==> config.mk <==
export PLATFORM = sky130hd
export DESIGN_NAME = byte_symbol_serializer
export DESIGN_NICKNAME = d
export VERILOG_FILES = /design/src/rtl/byte_symbol_serializer.sv
export SDC_FILE = /design/constraint.sdc
export NUM_CORES = 1
export LEC_CHECK = 0
export CORE_MARGIN = 2
export CORE_UTILIZATION = 60
export DETAILED_ROUTE_END_ITERATION = 10
export DONT_BUFFER_PORTS = 1
export PLACE_DENSITY = 0.76
export SYNTH_ARGS = -nofsm -noshare
export SYNTH_HDL_FRONTEND = slang
export SYNTH_SLANG_ARGS = --single-unit
==> constraint.sdc <==
create_clock -name clk -period 1.79 [get_ports clk]
set_input_delay 0.179 -clock clk [delete_from_list [all_inputs] [get_ports clk]]
set_output_delay 0.179 -clock clk [all_outputs]
set_load 0.05 [all_outputs]
==> src/rtl/byte_symbol_serializer.sv <==
// byte_symbol_serializer: pops bytes from a FIFO and emits them MSB-first as
// SYM_WIDTH-bit symbols with valid/ready handshake and frame-last marking.
`default_nettype none

module byte_symbol_serializer #(
    parameter int DATA_WIDTH  = 8,
    parameter int SYM_WIDTH   = 2,
    parameter int FRAME_BYTES = 10
) (
    input  logic                  clk,
    input  logic                  rst,
    output logic                  o_pop,
    input  logic [DATA_WIDTH-1:0] i_data,
    input  logic                  i_valid,
    input  logic                  i_empty,
    output logic [SYM_WIDTH-1:0]  o_sym,
    output logic                  o_sym_valid,
    input  logic                  i_sym_ready,
    output logic                  o_last,
    output logic                  o_err
);

    localparam int SYMS  = DATA_WIDTH / SYM_WIDTH;
    localparam int IDX_W = (SYMS > 1) ? $clog2(SYMS) : 1;
    localparam int CNT_W = (FRAME_BYTES > 1) ? $clog2(FRAME_BYTES) : 1;

    localparam logic [IDX_W-1:0] LAST_IDX  = IDX_W'(SYMS - 1);
    localparam logic [CNT_W-1:0] LAST_BYTE = CNT_W'(FRAME_BYTES - 1);

    localparam logic [1:0] S_IDLE  = 2'd0;
    localparam logic [1:0] S_FETCH = 2'd1;
    localparam logic [1:0] S_SEND  = 2'd2;

    logic [1:0]            state_q, state_d;
    logic [DATA_WIDTH-1:0] shreg_q, shreg_d;
    logic [IDX_W-1:0]      idx_q, idx_d;
    logic [CNT_W-1:0]      byte_cnt_q, byte_cnt_d;
    logic                  err_q, err_d;
    logic                  pop;
    logic                  xfer;
    logic                  sending;

    assign sending = (state_q == S_SEND);
    assign xfer    = sending & i_sym_ready;

    always_comb begin
        state_d    = state_q;
        shreg_d    = shreg_q;
        idx_d      = idx_q;
        byte_cnt_d = byte_cnt_q;
        err_d      = err_q;
        pop        = 1'b0;

        // Read data is only expected while a pop is outstanding.
        if (i_valid && (state_q != S_FETCH)) begin
            err_d = 1'b1;
        end

        case (state_q)
            S_IDLE: begin
                if (!i_empty) begin
                    pop     = 1'b1;
                    state_d = S_FETCH;
                end
            end
            S_FETCH: begin
                if (i_valid) begin
                    shreg_d = i_data;
                    idx_d   = '0;
                    state_d = S_SEND;
                end
            end
            S_SEND: begin
                if (xfer) begin
                    shreg_d = shreg_q << SYM_WIDTH;
                    if (idx_q == LAST_IDX) begin
                        idx_d      = '0;
                        byte_cnt_d = (byte_cnt_q == LAST_BYTE) ? '0
                                                               : byte_cnt_q + CNT_W'(1);
                        // Chain straight into the next fetch to avoid an idle bubble.
                        if (!i_empty) begin
                            pop     = 1'b1;
                            state_d = S_FETCH;
                        end else begin
                            state_d = S_IDLE;
                        end
                    end else begin
                        idx_d = idx_q + IDX_W'(1);
                    end
                end
            end
            default: begin
                state_d = S_IDLE;
            end
        endcase
    end

    always_ff @(posedge clk or negedge rst) begin
        if (!rst) begin
            state_q    <= S_IDLE;
            shreg_q    <= '0;
            idx_q      <= '0;
            byte_cnt_q <= '0;
            err_q      <= 1'b0;
        end else begin
            state_q    <= state_d;
            shreg_q    <= shreg_d;
            idx_q      <= idx_d;
            byte_cnt_q <= byte_cnt_d;
            err_q      <= err_d;
        end
    end

    // o_pop is combinational, so it is gated to stay low while reset is held.
    assign o_pop       = pop & rst;
    assign o_sym_valid = sending;
    assign o_sym       = sending ? shreg_q[DATA_WIDTH-1 -: SYM_WIDTH] : '0;
    assign o_last      = sending && (byte_cnt_q == LAST_BYTE) && (idx_q == LAST_IDX);
    assign o_err       = err_q;

endmodule

`default_nettype wire

======== Word-level counts from Yosys, hierarchy flattened ========
Index checks and enable logic that the tools add are counted.
operators by class
  add/subtract/negate cells ............... 2
  multipliers ............................. 0
  divide/modulo/power cells ............... 0
  order comparisons ....................... 0
  eq/ne operators ......................... 9
  shifts and indexed selects .............. 0
  multiplexer cells ....................... 19
  bitwise logic cells ..................... 2
  reductions and logical operators ........ 8
operators by type and width
  kind                                                                      number
  2-bit two-way mux                                                         8
  8-bit two-way mux                                                         2
  8-bit one-hot mux with 2 select lines                                     1
  2-bit inequality test (second input constant)                             3
  2-bit one-hot mux with 3 select lines                                     1
  3-bit AND reduction                                                       2
  4-bit by 1-bit adder with 4-bit output (second input constant)            1
  2-bit == test (second input constant)                                     2
  4-bit == test (second input constant)                                     1
  1-bit two-way mux                                                         4
  4-bit two-way mux                                                         1
  2-bit by 1-bit inequality test with 1-bit output (second input constant)  2
  2-bit one-hot mux with 2 select lines                                     1
  4-bit AND reduction                                                       1
  1-bit logical AND                                                         3
  2-bit by 1-bit adder with 2-bit output (second input constant)            1
  1-bit bitwise AND                                                         2
  2-bit by 1-bit == test with 1-bit output (second input constant)          1
  2-bit logical NOT                                                         1
  1-bit one-hot mux with 2 select lines                                     1
  2-bit nonzero test                                                        1
storage, ports and cells
  register bits ........................... 17
  latch bits .............................. 0
  bits in writable memories ............... 0
  ROM bits ................................ 0
  input port bits ......................... 13
  output and inout bits ................... 6
  word-level logic and storage cells ...... 45
  memories kept ........................... 0

======== Logic depth before layout (Yosys ltp) ========
  word-level depth ........................ 5
  gate-level depth with buffers ........... 5
  gate-level depth less buffers ........... 4

======== Least setup slack after synthesis ========
Ideal clock, no wire load.
  path type ............................... reg2out
  start ................................... register idx_q[0]
  end ..................................... output port o_last
  arrival ................................. 2.131 ns
  data required time ...................... 1.611 ns
  path slack .............................. -0.520 ns
  cell stages (with the launch flop) ...... 4
  buffers on the path ..................... 0
  path through ............................ dfrtp_1 ha_1 inv_1 nor4_1
between the ends
  cells in the longest elaborated chain, start to end .. 2
RTL lines
  what                      RTL line  text
  start: declaration        36        logic [IDX_W-1:0] idx_q, idx_d;
  start signal: assignment  108       idx_q <= idx_d;
  2-bit == test             118       assign o_last = sending && (byte_cnt_q == LAST_BYTE) && (idx_q == LAST_IDX);
  1-bit logical AND         118
  end: declaration          19        output logic o_last,
No other way between the ends.

======== Worst setup path in the final report ========
  start ................................... register state_q[1]
  end ..................................... output port o_last
between the ends
  cells in the longest elaborated chain, start to end .. 3
RTL lines
  what                             RTL line  text
  start: declaration               34        logic [1:0] state_q, state_d;
  start signal: assignment         106       state_q <= state_d;
  2-bit == test                    43        assign sending = (state_q == S_SEND);
  1-bit logical AND (2 in series)  118
No other way between the ends.

==> run_results.csv <==
group,metric,value,unit
outcome,outcome,"completed",
cells_and_area,diodes,0,
die,start_util,0.6284,
timing,rsz0062_at_grt,"false",
die,rows,14,
placement,port_buffers,0,
timing,setup_ws,98.27,ps
timing,finClkSkew,6.556,ps
clock_network,clock-sinks,17,
setup_path,worstSetupStartpointType,"flop",
clock_network,cts_tree,"built",
clock_network,clk_path_buf_depth,2,
logic_synthesis,yosysSeqAreaShare,0.4601,
placement,globalplace.congestion,0.7767,
route,postRouteAntennaNets,0,
global_routing,antenna_found_initial,0,
route,postRouteWirelength,1732,um
timing,fmax,0.5911,GHz
clock_network,root_buffer,"clkbuf_4",
power_and_ir_drop,p_comb_frac,0.485,
clock_network,clk_pin_slew_worst_paths,100,ps
route,drt-pass1-iter-count,4,
global_routing,grt_overflow_total,0,
timing,final-setup-viol-count,0,
die,core,1471,um^2
setup_path,crit_arrival,1510,ps
setup_path,critPathKind,"flop to output port",
cells_and_area,drive_gt1_frac,0.3103,
placement,dp_slack,218.2,ps
hold_path,min_path_type,"primary input to flop",
timing,worstMarginPinSlew,787.4,ps
power_and_ir_drop,p_sw_frac,0.3639,
timing,fin_tns_setup,0,ps
route,num_vias,628,
setup_path,required,1610,ps
global_routing,grt_pass1_wl,3049,um
power_and_ir_drop,p_seq_frac,0.391,
global_routing,grt_start_max_net_pins,18,
setup_path,rrSetupSlack,290,ps
clock_network,ctsHtreeMaxLevel,1,
global_routing,grt_pass1_vias,670,
route,post_drt_via_cell_ratio,6.097,
power_and_ir_drop,power_frac_clock,0.124,
power_and_ir_drop,p_int,1.047,mW
logic_synthesis,synth_cells,77,
placement,dp_hpwl,1278,um
route,wl_per_cell,16.82,um
timing,min_period_over_period,0.9451,
timing,finalMaxSlewViolations,0,
route,drcViolationCount,0,
timing,hold_violations,0,
logic_synthesis,yosys_warnings,0,
die,die-area,1871,um^2
logic_synthesis,synth_seq_cells,17,
logic_synthesis,syn_area,924.6,um^2
power_and_ir_drop,p_leak,0.5022,nW
logic_synthesis,synth_area_per_cell,12.01,um^2
clock_network,cts_buffers,3,
timing,relSlewSlack,0.4733,
setup_path,path_max_fanout,8,
power_and_ir_drop,irDropWorstVdd,0.9944,mV
route,drt_iter0_markers,13,
setup_path,end_kind,"output port",
placement,dp_cells,97,
die,fp.dieW,43.26,um
clock_network,post_cts_buffers,0,
power_and_ir_drop,p_per_area,1547,nW/um^2
timing,period_needed,1692,ps
die,ios,19,
cells_and_area,area_growth,15.02,%
die,die_h,43.26,um
cells_and_area,fin_util,0.7228,
clock_network,clock_latency,280,ps
power_and_ir_drop,power_switching,598.8,uW
power_and_ir_drop,p_total,1.645,mW
global_routing,track_usage,0.2195,
logic_synthesis,syn-num-nets,91,
logic_synthesis,ys_types,30,
job,max_cap_viol_count,0,
cells_and_area,nets,102,
cells_and_area,layoutNonFillerInstCount,103,
## flip-flops by register name (all words and copies together), names as in the netlist
signal / cells
idx_q: 2
o_err: 1
shreg_q: 8
byte_cnt_q: 4
state_q: 2
## placed cells by master, fill, tap and decap left out, drive strengths merged
master / instances
a211o: 1
a21o: 1
a21oi: 2
a22o: 1
a311oi: 2
and2: 2
and2b: 1
and3: 1
and4b: 1
buf: 6
clkbuf: 4
dfrtp: 17
dlygate4sd3: 2
ha: 1
inv: 6
mux2: 13
mux2i: 1
nand2: 5
nand2b: 3
nand3: 1
nand3b: 2
nand4b: 1
nor2: 3
nor3: 1
nor4: 1
o21ai: 4
o2bb2ai: 1
o31ai: 1
xnor2: 1
xor2: 1
## routing by layer
metal / track usage / part of all wire / vias up
met5: 0 / 0 / -
met4: 0.06667 / 0.0081 / 0
met3: 0.04255 / 0.037 / 3
met2: 0.3642 / 0.51 / 18
met1: 0.2877 / 0.44 / 312
li1: - / - / 295
## metrics by stage
step	cell area [um^2]	hold WS, ps
finish	1064	4.341
global route	1064	2.084
CTS	1054	3.001
floorplan	930.9	-116.6
detailed placement	1005	-116.2
global placement	1005	-116.1
## final cells by class
| class | instances | area (um^2) |
|---|---|---|
| clock buffer | 4 | 26.28 |
| fill | 124 | 407.9 |
| tap | 16 | 20.02 |
| sequential | 17 | 425.4 |
| multi-input combinational | 52 | 479.2 |
| timing repair buffer | 8 | 90.09 |
| inverter | 6 | 22.52 |
## power by group through the flow
stage	combinational, mW	clock (mW)	sequential, mW
after detailed placement	0.782	0	0.643
after global placement	0.750	0	0.628
after global routing	0.861	0.221	0.661
after floorplan	0.646	0	0.601
after CTS	0.796	0.208	0.640
final	0.798	0.203	0.644
## critical path: stages, from the launching register on
cell and delay, ps:
dfrtp_1 500, nand3b_1 220, nor4_2 270, buf_4 240
## final timing paths
kind | startpoint | to | cells past startpoint
max | state_q[1] | o_last | 3
max reg2reg | state_q[1] | shreg_q[5] | 3
min reg2reg | byte_cnt_q[0] | byte_cnt_q[0] | 1
min in group asynchronous | rst | byte_cnt_q[1] | 1
min | i_valid | o_err | 1
max in group asynchronous | rst | shreg_q[7] | 1
## cell families after synthesis
family	Yosys count	synth area share
AO/OA/AOI/OAI	13	0.1083
buffers and inverters	8	0.04194
XOR/XNOR	2	0.01895
flip-flops	17	0.4601
multiplexers	14	0.2219
adder cells (fa/ha/maj)	1	0.01353
AND/OR/NAND/NOR	22	0.1353
## what timing repair did
action                                 4_1_cts  5_1_grt
gates resized for setup                      1        3
gates cloned                                 0        0
endpoints found under the hold margin       18        0
setup endpoints to repair                    2        3
hold buffers                                 2        0
pin swaps                                    0        0
## synth_stat cells
master,instances,area share
a21o_1,1,0.0081
a22o_1,1,0.0095
inv_1,6,0.024
mux2i_1,1,0.011
o31ai_1,1,0.0081
mux2_4,13,0.21
o2bb2ai_1,1,0.0095
nand3b_1,2,0.016
xnor2_1,1,0.0095
dfrtp_1,17,0.46
ha_1,1,0.014
buf_6,1,0.012
nand4b_1,1,0.0095
and4b_1,1,0.011
buf_2,1,0.0054
nor4_1,1,0.0068
and2_1,2,0.014
nand3_1,1,0.0054
o21ai_4,1,0.018
o21ai_0,3,0.016
a21oi_1,2,0.011
and3_1,1,0.0068
nand2_1,5,0.020
nand2b_1,3,0.020
a311oi_1,2,0.019
nor2_1,3,0.012
nor3_1,1,0.0054
a211o_1,1,0.0095
and2b_1,1,0.0081
xor2_1,1,0.0095
(Power assumes the default switching activity.)
